==> config.mk <==
export PLATFORM = sky130hd
export DESIGN_NAME = admo_issue_stage
export DESIGN_NICKNAME = d
export VERILOG_FILES = /design/src/rtl/admo_issue_stage_pkg.sv /design/src/rtl/admo_fwd_mux.sv /design/src/rtl/admo_issue_stage.sv
export SDC_FILE = /design/constraint.sdc
export NUM_CORES = 1
export LEC_CHECK = 0
export CORE_MARGIN = 4
export CORE_UTILIZATION = 40
export CTS_CLUSTER_DIAMETER = 200
export CTS_CLUSTER_SIZE = 25
export DETAILED_ROUTE_END_ITERATION = 6
export GPL_TIMING_DRIVEN = 0
export PLACE_DENSITY = 0.83
export SYNTH_ARGS = -nofsm -noshare
export SYNTH_HDL_FRONTEND = slang
export SYNTH_HIERARCHICAL = 1
export SYNTH_SLANG_ARGS = --single-unit
==> constraint.sdc <==
create_clock -name clk_i -period 2 [get_ports clk_i]
set_clock_uncertainty 0.05 [all_clocks]
set_input_delay 0.5 -clock clk_i [delete_from_list [all_inputs] [get_ports clk_i]]
set_output_delay 0.5 -clock clk_i [all_outputs]
set_load 0.01 [all_outputs]
==> src/rtl/admo_issue_stage_pkg.sv <==
// rtl/admo_issue_stage_pkg.sv - shared widths, ALU operator codes and operand-select encodings
package admo_issue_stage_pkg;

  localparam int ADMO_DATA_WIDTH = 32;

  localparam logic [3:0] ALU_ADD  = 4'd0;
  localparam logic [3:0] ALU_SUB  = 4'd1;
  localparam logic [3:0] ALU_AND  = 4'd2;
  localparam logic [3:0] ALU_OR   = 4'd3;
  localparam logic [3:0] ALU_XOR  = 4'd4;
  localparam logic [3:0] ALU_SLL  = 4'd5;
  localparam logic [3:0] ALU_SRL  = 4'd6;
  localparam logic [3:0] ALU_SRA  = 4'd7;
  localparam logic [3:0] ALU_SLT  = 4'd8;
  localparam logic [3:0] ALU_SLTU = 4'd9;

  localparam logic SRC_A_RS1 = 1'b0;
  localparam logic SRC_A_PC  = 1'b1;
  localparam logic SRC_B_RS2 = 1'b0;
  localparam logic SRC_B_IMM = 1'b1;

endpackage

==> src/rtl/admo_fwd_mux.sv <==
// rtl/admo_fwd_mux.sv - per-source MEM match, operand select and stall request
// Build option ADMO_FWD_EN: forward non-load MEM results; otherwise every MEM match stalls.
module admo_fwd_mux #(
  parameter int DATA_WIDTH = 32,
  parameter int REG_AW     = 5
) (
  input  logic [REG_AW-1:0]     src_addr_i,
  input  logic [DATA_WIDTH-1:0] held_data_i,
  input  logic [REG_AW-1:0]     mem_rd_addr_i,
  input  logic                  mem_rd_we_i,
  input  logic                  mem_is_load_i,
  input  logic [DATA_WIDTH-1:0] mem_rd_data_i,
  output logic [DATA_WIDTH-1:0] data_o,
  output logic                  stall_o
);

  logic mem_hit;
  assign mem_hit = mem_rd_we_i && (src_addr_i != '0) && (src_addr_i == mem_rd_addr_i);

`ifdef ADMO_FWD_EN
  // A load's value is not known until WB, so only ALU results are forwarded.
  assign data_o  = (mem_hit && !mem_is_load_i) ? mem_rd_data_i : held_data_i;
  assign stall_o = mem_hit && mem_is_load_i;
`else
  logic unused_fwd;
  assign unused_fwd = mem_is_load_i ^ (^mem_rd_data_i);
  assign data_o     = held_data_i;
  assign stall_o    = mem_hit;
`endif

endmodule

==> src/rtl/admo_issue_stage.sv <==
// rtl/admo_issue_stage.sv - ID/EX slot with WB snoop, MEM forwarding and load-use stall
// Build option ADMO_FWD_EN: enables combinational MEM forwarding in admo_fwd_mux.
module admo_issue_stage
  import admo_issue_stage_pkg::*;
#(
  parameter int DATA_WIDTH = ADMO_DATA_WIDTH,
  parameter int REG_AW     = 5
) (
  input  logic                  clk_i,
  input  logic                  rst_ni,
  input  logic                  flush_i,
  input  logic                  id_valid_i,
  output logic                  id_ready_o,
  input  logic [DATA_WIDTH-1:0] id_pc_i,
  input  logic [DATA_WIDTH-1:0] id_rs1_data_i,
  input  logic [DATA_WIDTH-1:0] id_rs2_data_i,
  input  logic [DATA_WIDTH-1:0] id_imm_i,
  input  logic [REG_AW-1:0]     id_rs1_addr_i,
  input  logic [REG_AW-1:0]     id_rs2_addr_i,
  input  logic [REG_AW-1:0]     id_rd_addr_i,
  input  logic                  id_rd_we_i,
  input  logic [3:0]            id_alu_op_i,
  input  logic                  id_src_a_sel_i,
  input  logic                  id_src_b_sel_i,
  input  logic [REG_AW-1:0]     mem_rd_addr_i,
  input  logic                  mem_rd_we_i,
  input  logic [DATA_WIDTH-1:0] mem_rd_data_i,
  input  logic                  mem_is_load_i,
  input  logic [REG_AW-1:0]     wb_rd_addr_i,
  input  logic                  wb_rd_we_i,
  input  logic [DATA_WIDTH-1:0] wb_rd_data_i,
  output logic                  ex_valid_o,
  input  logic                  ex_ready_i,
  output logic [DATA_WIDTH-1:0] ex_operand_a_o,
  output logic [DATA_WIDTH-1:0] ex_operand_b_o,
  output logic [3:0]            ex_alu_op_o,
  output logic [REG_AW-1:0]     ex_rd_addr_o,
  output logic                  ex_rd_we_o,
  output logic [DATA_WIDTH-1:0] ex_store_data_o
);

  typedef enum logic [1:0] {ST_EMPTY = 2'd0, ST_ISSUE = 2'd1, ST_HAZARD = 2'd2} state_e;

  state_e                state_q, state_d;
  logic                  ex_valid_q, ex_valid_d;
  logic [DATA_WIDTH-1:0] pc_q, pc_d, imm_q, imm_d, rs1_data_q, rs1_data_d, rs2_data_q, rs2_data_d;
  logic [REG_AW-1:0]     rs1_addr_q, rs1_addr_d, rs2_addr_q, rs2_addr_d, rd_addr_q, rd_addr_d;
  logic                  rd_we_q, rd_we_d, src_a_sel_q, src_a_sel_d, src_b_sel_q, src_b_sel_d;
  logic [3:0]            alu_op_q, alu_op_d;

  logic                  xfer_in, hazard_in, hazard_held;
  logic                  id_rs1_hit, id_rs2_hit, rs1_stall, rs2_stall;
  logic                  wb_rs1_in, wb_rs2_in, wb_rs1_held, wb_rs2_held;
  logic [DATA_WIDTH-1:0] rs1_fwd, rs2_fwd;

  assign id_ready_o = (state_q == ST_EMPTY) || ((state_q == ST_ISSUE) && ex_ready_i);
  assign xfer_in    = id_valid_i && id_ready_o;

  assign id_rs1_hit = mem_rd_we_i && (id_rs1_addr_i != '0) && (id_rs1_addr_i == mem_rd_addr_i);
  assign id_rs2_hit = mem_rd_we_i && (id_rs2_addr_i != '0) && (id_rs2_addr_i == mem_rd_addr_i);
`ifdef ADMO_FWD_EN
  assign hazard_in = mem_is_load_i &&
                     (((id_src_a_sel_i == SRC_A_RS1) && id_rs1_hit) || id_rs2_hit);
`else
  assign hazard_in = ((id_src_a_sel_i == SRC_A_RS1) && id_rs1_hit) || id_rs2_hit;
`endif
  // rs2 always counts: even with an immediate it feeds the store-data port.
  assign hazard_held = ((src_a_sel_q == SRC_A_RS1) && rs1_stall) || rs2_stall;

  assign wb_rs1_in   = wb_rd_we_i && (wb_rd_addr_i != '0) && (wb_rd_addr_i == id_rs1_addr_i);
  assign wb_rs2_in   = wb_rd_we_i && (wb_rd_addr_i != '0) && (wb_rd_addr_i == id_rs2_addr_i);
  assign wb_rs1_held = wb_rd_we_i && (wb_rd_addr_i != '0) && (wb_rd_addr_i == rs1_addr_q);
  assign wb_rs2_held = wb_rd_we_i && (wb_rd_addr_i != '0) && (wb_rd_addr_i == rs2_addr_q);

  admo_fwd_mux #(.DATA_WIDTH(DATA_WIDTH), .REG_AW(REG_AW)) u_fwd_rs1 (
    .src_addr_i(rs1_addr_q), .held_data_i(rs1_data_q),
    .mem_rd_addr_i(mem_rd_addr_i), .mem_rd_we_i(mem_rd_we_i),
    .mem_is_load_i(mem_is_load_i), .mem_rd_data_i(mem_rd_data_i),
    .data_o(rs1_fwd), .stall_o(rs1_stall)
  );

  admo_fwd_mux #(.DATA_WIDTH(DATA_WIDTH), .REG_AW(REG_AW)) u_fwd_rs2 (
    .src_addr_i(rs2_addr_q), .held_data_i(rs2_data_q),
    .mem_rd_addr_i(mem_rd_addr_i), .mem_rd_we_i(mem_rd_we_i),
    .mem_is_load_i(mem_is_load_i), .mem_rd_data_i(mem_rd_data_i),
    .data_o(rs2_fwd), .stall_o(rs2_stall)
  );

  always_comb begin
    pc_d        = pc_q;
    imm_d       = imm_q;
    rs1_data_d  = rs1_data_q;
    rs2_data_d  = rs2_data_q;
    rs1_addr_d  = rs1_addr_q;
    rs2_addr_d  = rs2_addr_q;
    rd_addr_d   = rd_addr_q;
    rd_we_d     = rd_we_q;
    alu_op_d    = alu_op_q;
    src_a_sel_d = src_a_sel_q;
    src_b_sel_d = src_b_sel_q;
    state_d     = state_q;

    if (state_q != ST_EMPTY) begin
      if (wb_rs1_held) rs1_data_d = wb_rd_data_i;
      if (wb_rs2_held) rs2_data_d = wb_rd_data_i;
    end

    if (xfer_in && !flush_i) begin
      pc_d        = id_pc_i;
      imm_d       = id_imm_i;
      rs1_data_d  = wb_rs1_in ? wb_rd_data_i : id_rs1_data_i;
      rs2_data_d  = wb_rs2_in ? wb_rd_data_i : id_rs2_data_i;
      rs1_addr_d  = id_rs1_addr_i;
      rs2_addr_d  = id_rs2_addr_i;
      rd_addr_d   = id_rd_addr_i;
      rd_we_d     = id_rd_we_i;
      alu_op_d    = id_alu_op_i;
      src_a_sel_d = id_src_a_sel_i;
      src_b_sel_d = id_src_b_sel_i;
    end

    if (flush_i)                                        state_d = ST_EMPTY;
    else if (xfer_in)                                   state_d = hazard_in ? ST_HAZARD : ST_ISSUE;
    else if (ex_valid_q && ex_ready_i)                  state_d = ST_EMPTY;
    else if ((state_q == ST_HAZARD) && !hazard_held)    state_d = ST_ISSUE;

    ex_valid_d = (state_d == ST_ISSUE);
  end

  always_ff @(posedge clk_i or negedge rst_ni) begin
    if (!rst_ni) begin
      state_q     <= ST_EMPTY;
      ex_valid_q  <= 1'b0;
      pc_q        <= '0;
      imm_q       <= '0;
      rs1_data_q  <= '0;
      rs2_data_q  <= '0;
      rs1_addr_q  <= '0;
      rs2_addr_q  <= '0;
      rd_addr_q   <= '0;
      rd_we_q     <= 1'b0;
      alu_op_q    <= '0;
      src_a_sel_q <= 1'b0;
      src_b_sel_q <= 1'b0;
    end else begin
      state_q     <= state_d;
      ex_valid_q  <= ex_valid_d;
      pc_q        <= pc_d;
      imm_q       <= imm_d;
      rs1_data_q  <= rs1_data_d;
      rs2_data_q  <= rs2_data_d;
      rs1_addr_q  <= rs1_addr_d;
      rs2_addr_q  <= rs2_addr_d;
      rd_addr_q   <= rd_addr_d;
      rd_we_q     <= rd_we_d;
      alu_op_q    <= alu_op_d;
      src_a_sel_q <= src_a_sel_d;
      src_b_sel_q <= src_b_sel_d;
    end
  end

  assign ex_valid_o      = ex_valid_q;
  assign ex_operand_a_o  = (src_a_sel_q == SRC_A_PC)  ? pc_q  : rs1_fwd;
  assign ex_operand_b_o  = (src_b_sel_q == SRC_B_IMM) ? imm_q : rs2_fwd;
  assign ex_store_data_o = rs2_fwd;
  assign ex_alu_op_o     = alu_op_q;
  assign ex_rd_addr_o    = rd_addr_q;
  assign ex_rd_we_o      = rd_we_q;

endmodule

==> run summary <==
R2r startpoint - rs2_addr_q[1]$_DFFE_PN0P_
Failing checks - DRC, hold timing, setup timing
Area delta synth->final - 65.1%
Most common cell after layout, fill and taps aside - nand2_1
Slowest cell on crit path - or4_4
Initial antenna violation count - 0
Nets - 1518
Initial Util - 0.411
Crit-path cells - buf_12 > or4_4 > nor2_8 > nor4_4 > buf_4 > mux2_4 > buf_12 > buf_12 > buf_12 > a221oi_4
Area occupied by multi-input gates - 3780 sq um
Vias in the first global route - 8266
CP Buf/Inv Count - 5
Crit path top cell by count - buf_12
Post-Layout Inst Area - 13900 sq um
Crit share post-route - 1.13
Cells after Synth - 912
GRT Total Usage - 0.254
Post-detailed-route wirelength per cell - 19.8 um
Core Region - 20400 sq um
Share of layout cells above drive strength 1 - 0.302
Busiest metal layer after global routing - met2
Most frequent cells in the layout - nand2_1 (263), clkdlybuf4s50_1 (201), dfrtp_1 (150)
Met2 global-route usage - 0.435
Clk Latency, worst-skew pair - 0.42 ns
Inserted Clock Buffers - 17
# fillers - 1567
PD cells - 925 nW/um^2
Clock Pin Slew Worst Setup and Hold Paths - 0.07 ns
WS Path Type - in2reg
DR vias - 7907
FF/Latch Area - 3830 sq um
GR Util met1 - 0.323
1st-pass router iterations - 7
DIE AREA - 23400 sq um
Critical path arrival - 2.54 ns
R2r endpoint - rs2_data_q[25]$_DFFE_PN0P_
Mean post-synth cell area - 9.21 sq um
Data required, critical path - 2.27 ns
Netlist cell types - 36
Clk sinks - 153
CP peak stage delay - 0.56 ns
Die outline width - 153 um
Placer congestion estimate - 0.886
Reg2reg setup slack - -0.19 ns
Fin crit period - 2.26 ns
Total of max-cap violations - 0
DRT iter0 DRCs - 471
H-tree depth - 4
Worst reg2reg path depth - 9
Row cnt - 52
Status - finished, violations left
Antenna-violating nets left - 0
Crit-path max FO - 5
Peak Freq - 442 MHz
Critical path capture point type - register
DRC viols - 6
# setup viols final - 124
Vias per inst - 5.04
CTS max path bufs - 2
Syn. warnings - 6
Post-Syn Area - 8400 sq um
Fin worst setup slack - -0.264 ns
Largest net degree at the start of global routing - 78
Root Buffer - clkbuf_16
Detailed Place HPWL - 21300 um
Post-Route WL - 31100 um
RSZ-0062 raised after global routing - true
Port buffer count - 301
HP Class - in2async
Slew Limit Fails - 0
Global route overflow - 0
Hold Violations, Final - 3
Die Ht - 153 um
Leakage - 0.00701 uW
Sequential-to-total area share from yosys stat - 0.456
GR Util met3 - 0.0597
Maximum vdd ir drop - 0.544 mV
TritonCTS clock tree - built
Cell family with the largest share of critical-path delay - simple AND/OR/NAND/NOR gates
# IOs - 340
DP Area - 11900 sq um
Ant. Diodes - 0
Type of origin of the critical path - input port
Worst relative slew slack - 0.583
First-pass GRT wire length - 46800 um
Mapped Nets - 1144
Slew at the pin closest to its max-slew limit - 0.626 ns
Yosys reg bits - 153
Hold slack - -0.00657 ns
[per-stage QoR]
step,cells,utilization,TNS (ns),setup slack [ns],power (uW)
floorplan,912,-,-14.78,-0.271,6500
detailed placement,1484,0.580,-189.49,-1.27,8820
global placement,1483,0.579,-1123.01,-6.13,8690
finish,1569,0.679,-18.12,-0.264,12800
CTS,1557,0.656,-26.62,-0.306,12500
global route,1569,0.679,-23.68,-0.279,13500
[how the worst max path moves through the flow]
stage	startpoint	slack (ns)	end	depth (start not counted)
4_1_cts	rs1_addr_q[4]$_DFFE_PN0P_	-0.31	rs1_data_q[20]$_DFFE_PN0P_	6
3_5_place_dp	ex_ready_i	-1.27	ex_rd_addr_o[0]$_DFFE_PN0P_	9
6_report	wb_rd_addr_i[3]	-0.26	rs2_data_q[12]$_DFFE_PN0P_	10
2_1_floorplan	wb_rd_addr_i[1]	-0.27	rs1_data_q[10]$_DFFE_PN0P_	7
3_3_place_gp	rst_ni	-6.13	ex_rd_addr_o[3]$_DFFE_PN0P_	1
5_1_grt	wb_rd_addr_i[3]	-0.28	rs2_data_q[12]$_DFFE_PN0P_	10
[power breakdown]
| part | switching, uW | leakage, uW | internal [uW] |
|---|---|---|---|
| sequential | 451 | 0.00180 | 3760 |
| clock | 1420 | 0.000258 | 1650 |
| combinational | 2230 | 0.00495 | 3330 |
[routing by layer]
layer | share of wire | up-vias
li1 | - | 3662
met1 | 0.41 | 3853
met2 | 0.49 | 338
met3 | 0.065 | 54
met4 | 0.027 | 0
met5 | 0 | -
[cells by family (layout without fill, tap and decap cells)]
group | Yosys count | in the layout | synth area share
multiplexers | 66 | 66 | 0.0893
AND/OR/NAND/NOR | 337 | 337 | 0.174
flip-flops | 153 | 153 | 0.456
XOR/XNOR | 36 | 36 | 0.0375
AO/OA/AOI/OAI | 74 | 74 | 0.0984
buffers and inverters | 246 | 633 | 0.145
[repair_timing]
item,CTS,global route
setup endpoints to repair,221,209
resized for setup,447,156
setup buffers,37,22
pin swaps,8,20
hold buffers,0,0
gates cloned,9,1
[sequential cells by signal, indices dropped and copies added (netlist names), 4 cells and up]
| name | count |
|---|---|
| ex_alu_op_o | 4 |
| ex_rd_addr_o | 5 |
| imm_q | 32 |
| pc_q | 32 |
| rs1_addr_q | 5 |
| rs1_data_q | 32 |
| rs2_addr_q | 5 |
| rs2_data_q | 32 |
[cell usage after synthesis]
| master | number | area [sq um] |
|---|---|---|
| mux2_2 | 64 | 721 |
| or2_0 | 2 | 12.5 |
| or4_4 | 1 | 11.3 |
| nand3b_1 | 1 | 7.51 |
| a21oi_1 | 4 | 20.0 |
| and4_1 | 2 | 17.5 |
| nor3_1 | 37 | 185 |
| nand2b_1 | 4 | 25.0 |
| nor2_1 | 5 | 18.8 |
| buf_6 | 6 | 67.6 |
| nand4_1 | 3 | 18.8 |
| and2_1 | 2 | 12.5 |
| nor4_4 | 1 | 21.3 |
| a221oi_2 | 27 | 405 |
| a222oi_1 | 32 | 320 |
| nand3_1 | 2 | 10.0 |
| nor2b_1 | 3 | 18.8 |
| nor4_2 | 4 | 50.1 |
| nor2_8 | 1 | 20.0 |
| o211ai_1 | 3 | 22.5 |
| xor2_1 | 27 | 236 |
| a221oi_1 | 5 | 43.8 |
| o21ai_1 | 2 | 10.0 |
| nand2_1 | 263 | 987 |
| buf_4 | 65 | 488 |
| buf_1 | 4 | 15.0 |
| inv_1 | 128 | 480 |
| or4_1 | 2 | 15.0 |
| xnor2_1 | 9 | 78.8 |
| nor4b_1 | 1 | 8.76 |
| o21ai_0 | 1 | 5.00 |
| mux2_4 | 2 | 30.0 |
| buf_2 | 8 | 40.0 |
| dfrtp_1 | 153 | 3830 |
| clkbuf_1 | 35 | 131 |
| nor4_1 | 3 | 18.8 |
[final cells by class]
cell class / count / share of cell area
repair buffers: 361 / 0.282
flip-flops and latches: 153 / 0.276
multi-input cells: 513 / 0.272
plain buffers: 112 / 0.0708
inverters: 128 / 0.0346
clock buffers: 18 / 0.0317
well taps: 270 / 0.0244
clock inverters: 14 / 0.00830
No activity file was read; power rests on OpenSTA's default activity.
